### src/rtl/seven_seg_scan.sv
// -----------------------------------------------------------------------------
// seven_seg_scan
//
// Multiplexed seven-segment display driver. NUM_DIGITS hex digits share one
// segment bus. Each digit gets a slot of 2^SCAN_LOG2 clocks, and its enable is
// asserted in that slot only. The driver also provides:
//   - per-digit decimal points
//   - leading-zero blanking
//   - per-digit blink
//   - 16-level brightness, made by PWM inside each slot
//   - a frame snapshot of the inputs, so a digit never tears mid-frame
//
// Ports:
//   clk         system clock
//   resetn      asynchronous active-low reset
//   data        hex nibbles, digit i = data[4i+3:4i], digit 0 rightmost
//   dp          decimal point request per digit
//   blink_mask  digits that blink
//   blank_lz    enable leading-zero suppression
//   brightness  0 = dimmest (1/16 of a slot), 15 = lit for the whole slot
//   seg_en      one-hot digit enable (registered, polarity per EN_ACTIVE_LOW)
//   seg_data    [6:0] segments g..a, [7] dp (registered, per SEG_ACTIVE_LOW)
//   frame_tick  one-clock pulse when the scan returns to digit 0
//
// Handshake: none. Inputs are sampled level-sensitively. data/dp/blink_mask/
// blank_lz are captured once per frame. brightness is used live.
// -----------------------------------------------------------------------------
module seven_seg_scan #(
    parameter int NUM_DIGITS     = 8,
    parameter int SCAN_LOG2      = 14,
    parameter int BLINK_DIV      = 25000000,
    parameter bit SEG_ACTIVE_LOW = 1'b0,
    parameter bit EN_ACTIVE_LOW  = 1'b0
) (
    input  logic                    clk,
    input  logic                    resetn,
    input  logic [4*NUM_DIGITS-1:0] data,
    input  logic [NUM_DIGITS-1:0]   dp,
    input  logic [NUM_DIGITS-1:0]   blink_mask,
    input  logic                    blank_lz,
    input  logic [3:0]              brightness,
    output logic [NUM_DIGITS-1:0]   seg_en,
    output logic [7:0]              seg_data,
    output logic                    frame_tick
);

    localparam int IDX_W = $clog2(NUM_DIGITS);
    localparam int BLK_W = $clog2(BLINK_DIV);

    localparam logic [SCAN_LOG2-1:0] SLOT_MAX = '1;
    localparam logic [IDX_W-1:0]     IDX_MAX  = IDX_W'(NUM_DIGITS - 1);
    localparam logic [BLK_W-1:0]     BLK_MAX  = BLK_W'(BLINK_DIV - 1);

    // Scan state
    logic [SCAN_LOG2-1:0]    slot_cnt;
    logic [IDX_W-1:0]        digit_idx;

    // Frame snapshot. Every display decision reads these registers.
    logic [4*NUM_DIGITS-1:0] snap_data;
    logic [NUM_DIGITS-1:0]   snap_dp;
    logic [NUM_DIGITS-1:0]   snap_blink;
    logic                    snap_blank_lz;

    // Blink timebase
    logic [BLK_W-1:0]        blink_cnt;
    logic                    blink_phase;

    // Output registers, stored in active-high form
    logic [NUM_DIGITS-1:0]   en_q;
    logic [7:0]              seg_q;
    logic                    frame_tick_q;

    // Combinational next-output values
    logic                    slot_wrap;
    logic                    frame_wrap;
    logic [3:0]              pwm_phase;
    logic                    lit;
    logic [3:0]              cur_nib;
    logic                    cur_dp;
    logic                    cur_blink;
    logic                    cur_blank;
    logic                    zero_run;
    logic [NUM_DIGITS-1:0]   onehot;
    logic [7:0]              pattern;
    logic [NUM_DIGITS-1:0]   en_next;
    logic [7:0]              seg_next;

    function automatic logic [6:0] hex_to_seg(input logic [3:0] nib);
        logic [6:0] s;
        case (nib)
            4'h0: s = 7'h3F;
            4'h1: s = 7'h06;
            4'h2: s = 7'h5B;
            4'h3: s = 7'h4F;
            4'h4: s = 7'h66;
            4'h5: s = 7'h6D;
            4'h6: s = 7'h7D;
            4'h7: s = 7'h07;
            4'h8: s = 7'h7F;
            4'h9: s = 7'h6F;
            4'hA: s = 7'h77;
            4'hB: s = 7'h7C;
            4'hC: s = 7'h39;
            4'hD: s = 7'h5E;
            4'hE: s = 7'h79;
            default: s = 7'h71;
        endcase
        return s;
    endfunction

    assign slot_wrap  = (slot_cnt == SLOT_MAX);
    assign frame_wrap = slot_wrap && (digit_idx == IDX_MAX);

    // The top four bits of the slot counter divide the slot into 16 PWM steps.
    assign pwm_phase = slot_cnt[SCAN_LOG2-1 -: 4];
    assign lit       = (pwm_phase <= brightness);

    // Select the current digit from the snapshot. The loop also builds the
    // leading-zero condition. It walks from the most significant digit down,
    // so zero_run is true at digit i only when nibbles i..NUM_DIGITS-1 are
    // all zero.
    always_comb begin
        cur_nib   = 4'h0;
        cur_dp    = 1'b0;
        cur_blink = 1'b0;
        cur_blank = 1'b0;
        onehot    = '0;
        zero_run  = 1'b1;
        for (int i = NUM_DIGITS - 1; i >= 0; i--) begin
            zero_run = zero_run && (snap_data[4*i +: 4] == 4'h0);
            if (digit_idx == IDX_W'(i)) begin
                cur_nib   = snap_data[4*i +: 4];
                cur_dp    = snap_dp[i];
                cur_blink = snap_blink[i];
                cur_blank = snap_blank_lz && zero_run && (i != 0);
                onehot[i] = 1'b1;
            end
        end
    end

    // A blanked digit still shows its dp. Blink forces everything off,
    // including dp. A digit outside its PWM on-time is dark.
    always_comb begin
        pattern = {cur_dp, (cur_blank ? 7'h00 : hex_to_seg(cur_nib))};
        if (blink_phase && cur_blink) begin
            pattern = 8'h00;
        end
        seg_next = lit ? pattern : 8'h00;
        en_next  = lit ? onehot : '0;
    end

    always_ff @(posedge clk or negedge resetn) begin
        if (!resetn) begin
            slot_cnt      <= '0;
            digit_idx     <= '0;
            snap_data     <= '0;
            snap_dp       <= '0;
            snap_blink    <= '0;
            snap_blank_lz <= 1'b0;
            blink_cnt     <= '0;
            blink_phase   <= 1'b0;
            en_q          <= '0;
            seg_q         <= 8'h00;
            frame_tick_q  <= 1'b0;
        end else begin
            slot_cnt <= slot_cnt + SCAN_LOG2'(1);

            if (slot_wrap) begin
                digit_idx <= (digit_idx == IDX_MAX) ? '0 : digit_idx + IDX_W'(1);
            end

            // Capture the inputs on the same edge that returns the scan to
            // digit 0, so that the whole next frame uses one consistent value.
            if (frame_wrap) begin
                snap_data     <= data;
                snap_dp       <= dp;
                snap_blink    <= blink_mask;
                snap_blank_lz <= blank_lz;
            end
            frame_tick_q <= frame_wrap;

            if (blink_cnt == BLK_MAX) begin
                blink_cnt   <= '0;
                blink_phase <= ~blink_phase;
            end else begin
                blink_cnt <= blink_cnt + BLK_W'(1);
            end

            en_q  <= en_next;
            seg_q <= seg_next;
        end
    end

    // Polarity is applied after the registers. The reset value is therefore
    // always the inactive level at the pins.
    assign seg_en     = EN_ACTIVE_LOW  ? ~en_q  : en_q;
    assign seg_data   = SEG_ACTIVE_LOW ? ~seg_q : seg_q;
    assign frame_tick = frame_tick_q;

endmodule

### config.mk
export PLATFORM = sky130hd
export DESIGN_NAME = seven_seg_scan
export DESIGN_NICKNAME = d
export VERILOG_FILES = /design/src/rtl/seven_seg_scan.sv
export SDC_FILE = /design/constraint.sdc
export NUM_CORES = 1
export LEC_CHECK = 0
export CORE_ASPECT_RATIO = 1.1
export CORE_MARGIN = 2
export CORE_UTILIZATION = 52
export CTS_BUF_LIST = sky130_fd_sc_hd__clkbuf_8
export CTS_CLUSTER_DIAMETER = 200
export DETAILED_ROUTE_END_ITERATION = 8
export GPL_TIMING_DRIVEN = 0
export PLACE_DENSITY = 0.79
export SETUP_SLACK_MARGIN = 0.02
export SYNTH_ARGS = -nofsm -noshare
export SYNTH_HDL_FRONTEND = slang
export SYNTH_SLANG_ARGS = --single-unit
### constraint.sdc
create_clock -name clk -period 2.4 [get_ports clk]
set_input_delay 0.48 -clock clk [delete_from_list [all_inputs] [get_ports clk]]
set_output_delay 0.48 -clock clk [all_outputs]
set_load 0.01 [all_outputs]
Word level (Yosys, flattened, before mapping)

Memory sizes are Yosys's and may differ from the RTL's.
Index checks and enable logic that the tools add are counted.

$add $sub $neg: 3
Multiply operators: 0
Div/mod/pow operators: 0
Order comparisons: 1
Eq/ne operators: 9
Shift-type cells: 0
Mux-type cells: 46
Bitwise operators: 1
Reductions and logical operators: 23

Operator list:

| operator                | count |
|---|---|
| $mux W1                 | 32 |
| $mux W4                 | 8 |
| $logic_not A4 Y1        | 7 |
| $add A25 B1 Y25 const B | 1 |
| $eq A25 B25 Y1 const B  | 1 |
| $mux W25                | 1 |
| $mux W8                 | 3 |
| $logic_and A1 B1 Y1     | 15 |
| $add A14 B1 Y14 const B | 1 |
| $eq A14 B14 Y1 const B  | 1 |
| $eq A3 B3 Y1 const B    | 4 |
| $mux W7                 | 1 |
| $eq A3 B2 Y1 const B    | 2 |
| $le A4 B4 Y1            | 1 |
| $add A3 B1 Y3 const B   | 1 |
| $eq A3 B1 Y1 const B    | 1 |
| $logic_not A3 Y1        | 1 |
| $mux W3                 | 1 |
| $not A1 Y1              | 1 |

Bits in registers: 109
Bits in latches: 0
Bits in writable memories: 0
Bits in read-only memories: 112
Bits of input ports: 55
Output and inout bits: 17
Word-level logic and storage cells: 95
Memories: 1

Memories:

| name            | words | bits a word | read ports | clocked after Yosys merged registers in | write ports | line | RTL |
|---|---|---|---|---|---|---|---|
| (no name shown) | 16    | 7           | 1          | 0                                       | 0           | 90   | `case (nib)` |

Longest topological paths before layout

Depth after elaboration: 13
Depth in mapped cells: 14
Gate-level depth less buffers: 12

Least setup slack after synthesis

No wires, ideal clock.

Path kind: register -> register
Start: reg digit_idx[2]
End: reg seg_q[0] (netlist: seg_data[0])
Library setup time: 0.065 ns
Arrival: 2.528 ns
Data required time: 2.335 ns
Slack: -0.192 ns
Cell stages (with the launch flop): 14
Buffers on the path: 2
Clock period less this slack: 2.592 ns
Cells stage by stage: dfrtp_1 buf_4 inv_4 ha_1 buf_2 inv_1 a2bb2oi_1 a222oi_1 nor2_1 inv_1 ha_1 or3_1 o221ai_1 and2b_1

Longest elaborated chain between the ends: 13
Elaborated cells on any way between the ends: 37
Those cells by class: eq/ne: 7; mux: 27; reduce/logical: 2; memory: 1

RTL lines:

| what                   | line | RTL |
|---|---|---|
| start, declared        | 56   | `logic [IDX_W-1:0] digit_idx;` |
| start signal, assigned | 169  | `digit_idx <= (digit_idx == IDX_MAX) ? '0 : digit_idx + IDX_W'(1);` |
| $eq A3 B3 Y1           | 131  | `if (digit_idx == IDX_W'(i)) begin` |
| $mux W4 (8 in a row)   | 131  |  |
| $mem_v2 Z16 W7         | -    |  |
| $mux W7                | 144  | `pattern = {cur_dp, (cur_blank ? 7'h00 : hex_to_seg(cur_nib))};` |
| $mux W8 *              | 145  | `if (blink_phase && cur_blink) begin` |
| $mux W8 *              | 148  | `seg_next = lit ? pattern : 8'h00;` |
| net seg_next[0]        | 86   | `logic [7:0] seg_next;` |
| end signal, assigned   | 190  | `seg_q <= seg_next;` |
| end, declared          | 70   | `logic [7:0] seg_q;` |

The timed path passes the listed nets; every way through them passes the cells marked *.
A chain may end at the register's enable or synchronous reset.

Worst setup path in the final report

Start: reg digit_idx[0]
End: reg seg_q[3] (netlist: seg_data[3])

The elaborated chain is that of the path after synthesis.

==> metrics.txt <==
status finished with violations; failing checks negative setup slack; setup_tns -2260 ps; RD Place Congestion 0.909; Pint 0.00248 W; Yosys reg bits 109; Setup crit end kind flop; CTS Buf Count 9; post-layout util 69.5%; antenna violations before repair 0; syn_area_per_cell 11.3 um^2; final worst slack -357 ps; Post-synth EDFFs 0; placed cell count 666; Post-Syn Nets 547; DIE HEIGHT 110 um; Worst path slowest cell a222oi_1; DRC 0; Gate Count Post-Synth 474; worst vdd ir 0.298 mV; crit path time final 2760 ps; Total GRT Usage 23.8%; Worst setup SP type flop; Max Clk Rate 0.363 GHz; Final Max Tran Viols 0; CP peak stage delay 680 ps; post-synthesis cell type count 64; synthesized area 0.00536 mm^2; Pwr Total 0.00329 W; Sw Pwr 0.000802 W; vias per cell 5.82; min-delay worst type in -> async; CTS root buf clkbuf_8; ys async rst share 100%; vias in the first global route 4273; ANT cells 0; die width 101 um; final hold vios 0; R2R Path Start digit_idx[0]$_DFFE_PN0N_; Arrival @ worst endpoint 3080 ps; Buffers on Ports 71; CP endpoint seg_data[3]$_DFF_PN0_; RSZ-0062 raised after global routing true; worst path required time 2720 ps; number of placement rows 38; Setup-failing EPs final 7; Longest Clk Path Bufs 2; dpl ws -718 ps; R2R Setup Slk -360 ps; Rel. slew slack 49.8%; max cap viols 0; total gr overflow 0; CTS tree built; first-pass GRT wire length 20.9 mm; critical path, cell by cell inv_4, ha_4, buf_6, a21oi_4, a21oi_2, o2bb2ai_2, a222oi_1, nor2_2, inv_2, ha_4, nor2_4, buf_6, a211o_1, a21oi_2; area delta synth->final 29.0%; post-DR wirelength/cell 17.6 um; Clock Sinks 109; layout cells sized above 1 25.1%; reg2reg end seg_data[3]$_DFF_PN0_; Finished Layout Cells 709; synth warn 0; H-Tree Depth 3; Main synth FF type dfrtp_1; reg2reg path depth 14; nets 657; Seq/Total Area, Yosys 50.9%; highest fanout seen on the critical path 6; Pleak 3.03 nW; Logic pwr share 9.0%; power per cell area 476 mW/mm^2; Routed WL 12.5 mm; Layout Skew 7.57 ps; Clk pin slew, worst setup/hold paths 100 ps; 1st-iter DRT viols 198; io pins 72; Initial Util 53.9%; Reg power frac 58.8%; slew at the pin closest to its max-slew limit 753 ps; Setup crit start digit_idx[0]$_DFFE_PN0N_; Clk pwr share 32.2%; First-pass DRT Iterations 6; Core ar. 0.00994 mm^2; via count 4125; DP HPWL 8.50 mm; ANT nets after route 0; crit share post-route 115%; die area 0.0111 mm^2; critical path class reg -> reg; worst skew pair latency 380 ps; switch share 24.4%; pin count of the biggest net entering global routing 60
[cell usage after synthesis, drive strengths merged (4+ instances only)]
library cell | n | area (um^2)
o21a | 4 | 30.0
o21ai | 17 | 92.6
nor2b | 12 | 75.1
nor3 | 5 | 30.0
and3 | 10 | 62.6
and4 | 4 | 35.0
dfrtp | 109 | 2730
nor4 | 7 | 50.1
xor2 | 17 | 149
mux2 | 49 | 552
nor2 | 40 | 150
xnor2 | 20 | 175
buf | 17 | 118
nand4 | 8 | 50.1
nand3 | 19 | 95.1
nand2 | 30 | 113
inv | 16 | 62.6
a21oi | 15 | 86.3
ha | 18 | 225
a211oi | 6 | 45.0
nor3b | 4 | 40.0
[cell type report]
type | instances | area, um^2
Buffer | 17 | 164
Clock buffer | 10 | 138
Clock inverter | 6 | 47.5
Fill cell | 698 | 3030
Inverter | 16 | 75.1
Multi-Input combinational cell | 331 | 2640
Sequential cell | 109 | 2730
Tap cell | 120 | 150
Timing Repair Buffer | 100 | 961
[how the worst min path moves through the flow]
| stage | cells after the start | endpoint | slack [ps] | from |
|---|---|---|---|---|
| 6_report | 1 | frame_tick$_DFF_PN0_ | 120 | resetn |
| 5_1_grt | 1 | digit_idx[2]$_DFFE_PN0N_ | 170 | resetn |
| 4_1_cts | 1 | frame_tick$_DFF_PN0_ | 140 | resetn |
| 3_5_place_dp | 1 | blink_cnt[0]$_DFF_PN0_ | 450 | blink_cnt[0]$_DFF_PN0_ |
| 3_3_place_gp | 1 | blink_cnt[0]$_DFF_PN0_ | 440 | blink_cnt[0]$_DFF_PN0_ |
| 2_1_floorplan | 0 | blink_cnt[0]$_DFF_PN0_ | 180 | resetn |
[worst max-delay path: cells and delay by family (launching register included)]
family	cells	cell delay (ps)
buffers and inverters	4	470
adder cells (fa/ha/maj)	2	330
AND/OR/NAND/NOR	2	120
AO/OA/AOI/OAI	6	1280
flip-flops	1	490
[flip-flops by register name, indices dropped and copies added, names as in the netlist]
name           flops
seg_en             8
digit_idx          3
snap_blank_lz      1
frame_tick         1
snap_data         32
snap_blink         8
seg_data           8
blink_cnt         25
blink_phase        1
snap_dp            8
slot_cnt          14
[per-layer routing]
metal  up-vias  share of wire [%]  track usage (%)
met3        40                7.7             6.20
met5         -                  0                0
met1      1999                 40             29.7
met4         0                3.7             11.6
met2       185                 49             37.9
li1       1901                  -                -
[metrics by stage]
step | cell area [um^2] | hold slack (ps)
after floorplan | 5380 | 184
after global placement | 6240 | 439
after detailed placement | 6260 | 450
after CTS | 6810 | 143
after global routing | 6910 | 168
final | 6910 | 118
[power groups by stage]
stage,sequential (W),combinational (W),clock [W]
final,0.00193,0.000297,0.00106
after global placement,0.00196,0.000257,0
after detailed placement,0.00197,0.000270,0
after global routing,0.00194,0.000326,0.00116
after CTS,0.00193,0.000285,0.00109
after floorplan,0.00196,0.0000898,0
[logic make-up after synthesis]
family,count (synthesis),synth area share [%]
muxes,52,10.9
AOI/OAI and AO/OA,73,9.86
and+or+nand+nor,151,14.6
buffers and inverters,34,3.43
DFF,109,50.9
xor gates and xnor gates,37,6.05
adders and majority gates,18,4.21
[layout by cell type (no fill, tap or decap), types with 7 or more instances in the layout]
master,instances
nor2_1,38
clkbuf_8,11
buf_4,26
xnor2_1,20
and3_1,10
clkdlybuf4s50_1,70
inv_1,11
buf_6,10
nand4_1,8
nand2_1,30
dfrtp_1,106
nand3_1,19
o21ai_0,11
ha_1,7
mux2_2,40
nor2b_1,11
xor2_1,17
ha_4,8
a21oi_1,9
mux2_1,9
[what timing repair did]
action | in CTS | in global routing
hold buffers | 0 | 0
hold endpoints to repair | 0 | 0
resized for setup | 51 | 12
pin swaps | 13 | 15
gates cloned | 0 | 0
endpoints found under the setup margin | 7 | 43
buffers inserted | 23 | 5
Note: power is estimated with default switching activity, not from simulation.
